[config.mk]
export PLATFORM = sky130hd
export DESIGN_NAME = tcp_option_encoder
export DESIGN_NICKNAME = d
export VERILOG_FILES = /design/src/rtl/tcp_option_encoder.sv
export SDC_FILE = /design/constraint.sdc
export NUM_CORES = 1
export LEC_CHECK = 0
export CAP_MARGIN = 20
export CORE_MARGIN = 2
export CORE_UTILIZATION = 45
export CTS_CLUSTER_SIZE = 14
export DETAILED_ROUTE_END_ITERATION = 6
export GPL_ROUTABILITY_DRIVEN = 0
export GPL_TIMING_DRIVEN = 1
export PLACE_DENSITY = 0.7
export SLEW_MARGIN = 20
export SYNTH_ARGS = -nofsm -noshare
export SYNTH_HDL_FRONTEND = slang
export SYNTH_SLANG_ARGS = --single-unit
[constraint.sdc]
create_clock -name clk -period 6.4 [get_ports clk]
set_clock_uncertainty 0.1 [all_clocks]
set_input_delay 1.6 -clock clk [delete_from_list [all_inputs] [get_ports clk]]
set_output_delay 1.6 -clock clk [all_outputs]
set_load 0.1 [all_outputs]
[src/rtl/tcp_option_encoder.sv]
// tcp_option_encoder: latches requested TCP options and streams them as padded 32-bit big-endian words
module tcp_option_encoder #(
   parameter int MAX_OPT_WORDS = 10
) (
   input  logic        clk,
   input  logic        reset,
   input  logic        start,
   input  logic [8:0]  option_en,
   input  logic [15:0] mss,
   input  logic [7:0]  scale_wnd,
   input  logic [2:0]  sack_nbr,
   input  logic [63:0] sack_n0,
   input  logic [63:0] sack_n1,
   input  logic [63:0] sack_n2,
   input  logic [63:0] sack_n3,
   input  logic [63:0] time_stp,
   output logic [31:0] data,
   output logic        data_valid,
   input  logic        data_ready,
   output logic        data_last,
   output logic        busy,
   output logic        done,
   output logic [3:0]  opt_len_words,
   output logic [3:0]  hdr_len,
   output logic        sack_trunc,
   output logic        option_err
);
   typedef enum logic [3:0] {IDLE, MSS, TSH, TSV, TSE, SP, WS, SKH, SKB} state_t;

   // segment flags: {sack, ws, sperm_only, ts, mss}; returns the first enabled segment
   function automatic state_t pick(input logic [4:0] f);
      return f[0] ? MSS : f[1] ? TSH : f[2] ? SP : f[3] ? WS : f[4] ? SKH : IDLE;
   endfunction

   state_t          state, state_nx, adv;
   logic [4:0]      flags, f_in;
   logic            sp_r, done_nx, hs, accept;
   logic [15:0]     mss_r;
   logic [7:0]      scale_r;
   logic [63:0]     ts_r;
   logic [3:0][63:0] blk_r;
   logic [2:0]      n_r, cnt, n_in;
   logic [3:0]      w_in, len_in;
   logic            err_in, fits_in, sk_in, trunc_in;
   int              avail;
   logic            unused;

   assign unused     = ^{option_en[7:6], option_en[1:0]};
   assign data_valid = state != IDLE;
   assign busy       = data_valid | done;
   assign accept     = start & ~busy;
   assign hs         = data_valid & data_ready;
   assign data_last  = data_valid && adv == IDLE;
   assign hdr_len    = 4'd5 + opt_len_words;

   // size the request from the raw inputs: non-SACK words, then how many SACK blocks still fit
   always_comb begin
      w_in     = {3'b0, option_en[2]} + (option_en[8] ? 4'd3 : {3'b0, option_en[4]}) + {3'b0, option_en[3]};
      err_in   = option_en[5] && (sack_nbr == 3'd0 || sack_nbr > 3'd4);
      avail    = MAX_OPT_WORDS - int'(w_in) - 1;
      fits_in  = 2 * int'(sack_nbr) <= avail;
      n_in     = fits_in ? sack_nbr : (avail > 1 ? 3'(avail / 2) : 3'd0);
      sk_in    = option_en[5] && !err_in && n_in != 3'd0;
      trunc_in = option_en[5] && !err_in && !fits_in;
      len_in   = w_in + (sk_in ? 4'(2 * n_in + 1) : 4'd0);
      f_in     = {sk_in, option_en[3], option_en[4] && !option_en[8], option_en[8], option_en[2]};
   end

   // segment sequencing: disabled segments are skipped in the same cycle
   always_comb begin
      adv = IDLE;
      case (state)
         MSS:     adv = pick(flags & 5'b11110);
         TSH:     adv = TSV;
         TSV:     adv = TSE;
         TSE:     adv = pick(flags & 5'b11100);
         SP:      adv = pick(flags & 5'b11000);
         WS:      adv = pick(flags & 5'b10000);
         SKH:     adv = SKB;
         SKB:     adv = cnt == 3'(2 * n_r - 1) ? IDLE : SKB;
         default: adv = IDLE;
      endcase
      state_nx = data_valid ? (hs ? adv : state) : (accept ? pick(f_in) : IDLE);
      done_nx  = data_valid ? (hs && adv == IDLE) : (accept && f_in == 5'd0);
   end

   // word formatting from the latched request; holds while the sink stalls
   always_comb begin
      data = '0;
      case (state)
         MSS:     data = {16'h0204, mss_r};
         TSH:     data = sp_r ? 32'h0402080A : 32'h0101080A;
         TSV:     data = ts_r[63:32];
         TSE:     data = ts_r[31:0];
         SP:      data = 32'h01010402;
         WS:      data = {24'h010303, scale_r};
         SKH:     data = {24'h010105, 8'(2 + 8 * n_r)};
         SKB:     data = cnt[0] ? blk_r[cnt[2:1]][31:0] : blk_r[cnt[2:1]][63:32];
         default: data = '0;
      endcase
   end

   // state register and request latch
   always_ff @(posedge clk or negedge reset) begin
      if (!reset) begin
         state         <= IDLE;
         done          <= 1'b0;
         flags         <= '0;
         sp_r          <= 1'b0;
         mss_r         <= '0;
         scale_r       <= '0;
         ts_r          <= '0;
         blk_r         <= '0;
         n_r           <= '0;
         cnt           <= '0;
         opt_len_words <= '0;
         sack_trunc    <= 1'b0;
         option_err    <= 1'b0;
      end else begin
         state <= state_nx;
         done  <= done_nx;
         if (accept) begin
            flags         <= f_in;
            sp_r          <= option_en[4];
            mss_r         <= mss;
            scale_r       <= scale_wnd;
            ts_r          <= time_stp;
            blk_r         <= {sack_n3, sack_n2, sack_n1, sack_n0};
            n_r           <= sk_in ? n_in : 3'd0;
            cnt           <= '0;
            opt_len_words <= len_in;
            sack_trunc    <= trunc_in;
            option_err    <= err_in;
         end else if (state == SKB && hs) begin
            cnt <= cnt + 3'd1;
         end
      end
   end
endmodule

==> flow_summary.json, run 1 <==
{
  "drive_gt1_share_pct": 9.434,
  "worst_setup_path_start_kind": "input port",
  "cp_max_fo": 7,
  "worst_pin_slew_ps": 1091,
  "ys_async_sr_fraction_pct": 100.0,
  "synthesis.area_mm2": 0.01719,
  "rows": 71,
  "finalHoldViolCount": 0,
  "final_cells": 2795,
  "grt_pass1_wl_um": 82340,
  "clk_pin_slew_ps": 60,
  "multi_input_area_mm2": 0.007501,
  "wire_per_inst_um": 19.49,
  "syn_area_per_cell_um2": 9.069,
  "r2r-start": "state[0]$_DFFE_PN0P_",
  "htreeDepth": 2,
  "die_x_um": 199.4,
  "io_pins": 406,
  "final.min_clock_period_ps": 5834,
  "hp-start": "blk_r[235]$_DFFE_PN0P_",
  "hold_path_depth": 2,
  "grt_max_degree": 157,
  "synth.area.top_cells": "dfrtp_1 (53%), nand2_1 (23%), mux4_2 (8.4%)",
  "dp.final_hpwl_um": 39220,
  "seq_area_mm2": 0.009168,
  "first_global_vias": 14510,
  "yosysWarnings": 0,
  "cts_buffer_depth": 3,
  "antenna_found_initial": 9,
  "syn_nets": 2271,
  "yosys.cell_count.top_type": "nand2_1",
  "synthDistinctLibCells": 63,
  "cp_data_required_time_ps": 6730,
  "path_class": "in -> reg",
  "finalCritPeriodShare_pct": 91.16,
  "dominantRegCellSynth": "dfrtp_1",
  "max-cap-violations": 0,
  "via_per_inst": 5.156,
  "fin_area_mm2": 0.02302,
  "powerDensity_mw_per_mm2": 480.5,
  "start_util_pct": 45.63,
  "ctsResizeCount": 0,
  "dpl_cell_area_mm2": 0.02155,
  "postCtsHoldBufs": 0,
  "critical_path_arrival_ps": 6170,
  "overflow": 0,
  "setup_viol": 0,
  "firstDrtPassIters": 7,
  "cts-buffers-inserted": 41,
  "run_status": "finished, final reports clean",
  "areaGrowthSynthToFinish_pct": 33.95,
  "root_buffer": "clkbuf_16",
  "routed_wl_um": 54480,
  "core-area_mm2": 0.03767,
  "synth_common_cells": "nand2_1 (1065), dfrtp_1 (366), mux4_2 (64)",
  "final_nets": 2625,
  "drcViolationCount": 0,
  "postRouteAntennaNets": 0,
  "end_kind": "register",
  "num_vias": 14410,
  "die_height_um": 199.4,
  "rsz0062_at_grt": "false",
  "synth-edff-count": 0,
  "synthCells": 1895,
  "synth_top_area_share_pct": 53.29,
  "holdWs_ps": 368.3,
  "n_fill_cell": 3284,
  "relSlewSlack_pct": 27.25,
  "peakVddDrop_uv": 211.7,
  "hp-class": "reg -> reg",
  "post_cts_buffers": 0,
  "dr.first_iter.drc_count": 1017,
  "tns_ps": 0,
  "seq_area_frac_synth_pct": 53.29,
  "leakagePower_nw": 11.16,
  "ys_ff_latch": 366,
  "cts_sinks": 366,
  "cts_tree": "done",
  "slew_violations": 0,
  "max_freq_ghz": 0.1714,
  "cp-startpoint": "option_en[4]",
  "fp.dieArea_mm2": 0.03977,
  "reg2reg_depth": 7,
  "grt_usage_pct": 27.53,
  "dpl.cell_count": 2716,
  "port_buffers": 401,
  "yosys.area.top_type": "dfrtp_1",
  "clock_latency_ps": 530
}
[final timing paths]
kind,end,slack (ps)
worst max-delay path,opt_len_words[2]$_DFFE_PN0P_,570
worst min-delay path,blk_r[235]$_DFFE_PN0P_,370
worst max register to register,mss_r[11]$_DFFE_PN0P_,2850
worst min register to register,blk_r[235]$_DFFE_PN0P_,370
max in group asynchronous,blk_r[67]$_DFFE_PN0P_,3910
min in group asynchronous,opt_len_words[1]$_DFFE_PN0P_,830
[sequential cells by signal (all words and copies together) (netlist names), 3 cells and up]
signal         cells
cnt                3
blk_r            256
flags              4
ts_r              64
opt_len_words      4
mss_r             16
state              4
n_r                3
scale_r            8
[metal layers]
metal | up-vias | share of wire (%) | GRT usage [%]
met4 | 4 | 3.2 | 9.575
met3 | 93 | 6.6 | 4.405
met5 | - | 0.050 | 0
met2 | 511 | 47 | 44.66
met1 | 6964 | 43 | 37.85
li1 | 6839 | - | -
[cells by family after synthesis]
group / share of synthesized area (%)
simple gates: 25.77
flops: 53.29
buf+inv: 3.211
compound gates: 4.791
mux: 10.94
fa+ha+maj: 1.362
xor+xnor: 0.6043
other cells: 0.02182
[layout make-up]
cell class              count  area share [%]
repair buffers            427           18.32
well taps                 511           2.777
clock inverters            14          0.9458
clock buffers              59           5.283
flip-flops and latches    366           39.82
diodes                      5         0.05435
inverters                  13          0.2120
multi-input cells        1400           32.59
[critical path, cell delays in order]
cell and delay [ps]:
clkdlybuf4s50_1 520, or2_2 360, fa_1 530, buf_4 190, inv_1 70, ha_1 260
xor2_1 230, inv_1 70, ha_1 310, nand2_1 90, o2bb2ai_1 170, o21ai_0 140
a211o_1 310, a21o_1 190, and3_4 160, inv_1 70, ha_1 160, inv_1 60
fa_1 390, xor2_1 150, o21ai_0 150
[through the flow]
stage	setup slack, ps	total power [mW]	util, %
after floorplan	787.8	7.066	-
after global placement	218.8	8.474	57.20
after detailed placement	67.61	8.610	57.20
after CTS	604.4	11.14	61.01
after global routing	205.3	11.73	61.11
final	565.6	11.06	61.11
[where the power goes]
part / total (mW) / switching [mW] / internal, mW
Clock: 2.50 / 0.970 / 1.53
Sequential: 3.98 / 0.659 / 3.32
Combinational: 4.59 / 2.98 / 1.60
Total: 11.1 / 4.61 / 6.45
[cells in the final DEF, fill, tap and decap left out, types with 3 or more instances in the layout]
cell type | synthesis | layout
o2bb2ai_1 | 3 | 3
a22oi_1 | 19 | 19
a222oi_1 | 8 | 8
nor2b_1 | 9 | 9
clkinvlp_4 | 0 | 3
ha_1 | 13 | 13
or2_2 | 3 | 3
clkbuf_8 | 0 | 8
nand2b_1 | 5 | 5
xor2_1 | 5 | 5
o21ai_0 | 43 | 43
inv_1 | 13 | 13
clkbuf_16 | 0 | 43
nor2_1 | 26 | 26
buf_4 | 0 | 52
bufinv_16 | 0 | 5
nand3_1 | 4 | 4
a21oi_1 | 15 | 15
diode_2 | 0 | 5
nor3_1 | 9 | 7
mux4_2 | 64 | 64
o22ai_1 | 3 | 3
dfrtp_1 | 366 | 363
clkbuf_1 | 54 | 8
mux2_2 | 7 | 7
a221oi_1 | 3 | 3
o221ai_1 | 4 | 4
buf_12 | 0 | 5
nand2_1 | 1065 | 1064
mux2i_1 | 36 | 36
xnor2_1 | 5 | 5
clkdlybuf4s50_1 | 0 | 368
fa_1 | 3 | 3
Power figures use the tool's default switching activity.
==> inputs of run 2 (changes only) <==
RECOVER_POWER = 25   (was not set)
==> flow_summary.json, run 2 (same netlist as run 1, synthesis figures left out) <==
{
  "r2r-start": "state[0]$_DFFE_PN0P_",
  "final_nets": 2625,
  "rows": 71,
  "root_buffer": "clkbuf_16",
  "die_x_um": 199.4,
  "cts_buffer_depth": 3,
  "holdWs_ps": 368.5,
  "fp.dieArea_mm2": 0.03977,
  "regMostFlops": "blk_r",
  "run_status": "finished with violations",
  "finalCritPeriodShare_pct": 91.09,
  "n_fill_cell": 3291,
  "clk_pin_slew_ps": 60,
  "tns_ps": 0,
  "start_util_pct": 45.63,
  "cts-buffers-inserted": 41,
  "max_freq_ghz": 0.1715,
  "violations": "design-rule violations, max-capacitance violations, max-slew violations",
  "io_pins": 406,
  "cts_sinks": 366,
  "firstDrtPassIters": 7,
  "dr.first_iter.drc_count": 1046,
  "whs_endpoint": "blk_r[235]$_DFFE_PN0P_",
  "critical_path_arrival_ps": 6160,
  "post_cts_buffers": 0,
  "areaGrowthSynthToFinish_pct": 33.70,
  "dp.final_hpwl_um": 39220,
  "dp_slack_ps": 67.61,
  "grt_pass1_wl_um": 82340,
  "powerDensity_mw_per_mm2": 481.5,
  "ctsResizeCount": 0,
  "seq_area_mm2": 0.009168,
  "antenna_found_initial": 9,
  "reg.largest.list": "blk_r: 256 flops, ts_r: 64 flops, mss_r: 16 flops",
  "end_kind": "register",
  "first_global_vias": 14510,
  "max-cap-violations": 2,
  "hp-start": "blk_r[235]$_DFFE_PN0P_",
  "finalHoldViolCount": 0,
  "worst_pin_slew_ps": 2440,
  "multi_input_area_mm2": 0.007501,
  "final_common_cell": "nand2_1",
  "overflow": 0,
  "rsz0062_at_grt": "false",
  "drcViolationCount": 6,
  "slew_violations": 131,
  "peakVddDrop_uv": 211.6,
  "grt_usage_pct": 27.53,
  "drive_gt1_share_pct": 9.390,
  "cp_max_fo": 7,
  "final.min_clock_period_ps": 5830,
  "layout_common_cells": "nand2_1 (1064), clkdlybuf4s50_1 (367), dfrtp_1 (363)",
  "fin_util_pct": 61.00,
  "setup_viol": 0,
  "postRouteAntennaNets": 0,
  "die_height_um": 199.4,
  "hp-class": "reg -> reg",
  "core-area_mm2": 0.03767,
  "num_vias": 14350,
  "relSlewSlack_pct": -62.67,
  "routed_wl_um": 54410,
  "port_buffers": 401,
  "largest_register_ffs": 256,
  "htreeDepth": 2,
  "clock_latency_ps": 530,
  "postCtsHoldBufs": 0,
  "hold_path_depth": 2,
  "grt_max_degree": 157,
  "reg2reg_depth": 7,
  "rr_endpoint": "scale_r[0]$_DFFE_PN0P_",
  "path_class": "in -> reg",
  "cts_tree": "done",
  "setup_slack_ps": 570.4,
  "cp_data_required_time_ps": 6730,
  "via_per_inst": 5.133,
  "wire_per_inst_um": 19.47,
  "r2r_slack_ps": 2840,
  "worst_setup_path_start_kind": "input port",
  "leakagePower_nw": 11.15
}
-- run 2: area by class of cell --
type | count | share of cell area (%)
repair buffers | 427 | 18.17
clock buffers | 59 | 5.293
multi-input cells | 1400 | 32.65
flip-flops and latches | 366 | 39.90
inverters | 13 | 0.2124
well taps | 511 | 2.783
clock inverters | 14 | 0.9475
diodes | 5 | 0.05445
-- run 2: worst max-delay path by stage --
stage	from	endpoint	depth (start not counted)
5_1_grt	option_en[4]	opt_len_words[2]$_DFFE_PN0P_	21
3_5_place_dp	option_en[4]	opt_len_words[2]$_DFFE_PN0P_	19
3_3_place_gp	option_en[4]	opt_len_words[2]$_DFFE_PN0P_	19
4_1_cts	option_en[4]	opt_len_words[2]$_DFFE_PN0P_	21
2_1_floorplan	option_en[4]	opt_len_words[2]$_DFFE_PN0P_	18
6_report	option_en[4]	opt_len_words[2]$_DFFE_PN0P_	21
-- run 2: worst max-delay path, cell delays in order --
cell	delay (ps)
clkdlybuf4s50_1	520
or2_2	360
fa_1	530
buf_4	190
inv_1	70
ha_1	260
xor2_1	220
inv_1	70
ha_1	310
nand2_1	90
o2bb2ai_1	170
o21ai_0	140
a211o_1	310
a21o_1	190
and3_4	160
inv_1	70
ha_1	160
inv_1	60
fa_1	390
xor2_1	150
o21ai_0	150
-- run 2: metrics by stage --
step	area, um2	total power, mW	std cells
6_report	22980	11.06	2795
5_1_grt	22980	11.72	2795
4_1_cts	22980	11.14	2789
3_5_place_dp	21550	8.610	2716
3_3_place_gp	21550	8.474	2716
2_1_floorplan	17190	7.066	1895
-- run 2: report_power, final --
| group | switching [mW] | internal, mW |
|---|---|---|
| sequential | 0.658 | 3.32 |
| clock | 0.972 | 1.53 |
| combinational | 2.99 | 1.60 |
-- run 2: routing by layer --
| layer | global-route usage, % | vias to the layer above | share of wire [%] |
|---|---|---|---|
| met2 | 44.66 | 481 | 47 |
| li1 | - | 6839 | - |
| met4 | 9.575 | 4 | 3.2 |
| met1 | 37.85 | 6931 | 43 |
| met3 | 4.405 | 93 | 6.3 |
| met5 | 0 | - | 0.050 |
==> inputs of run 3 (changes only) <==
SKIP_CTS_REPAIR_TIMING = 1   (was not set)
==> results of run 3 <==
Same layout as run 2: the final DEF is identical, and so are final timing and power.
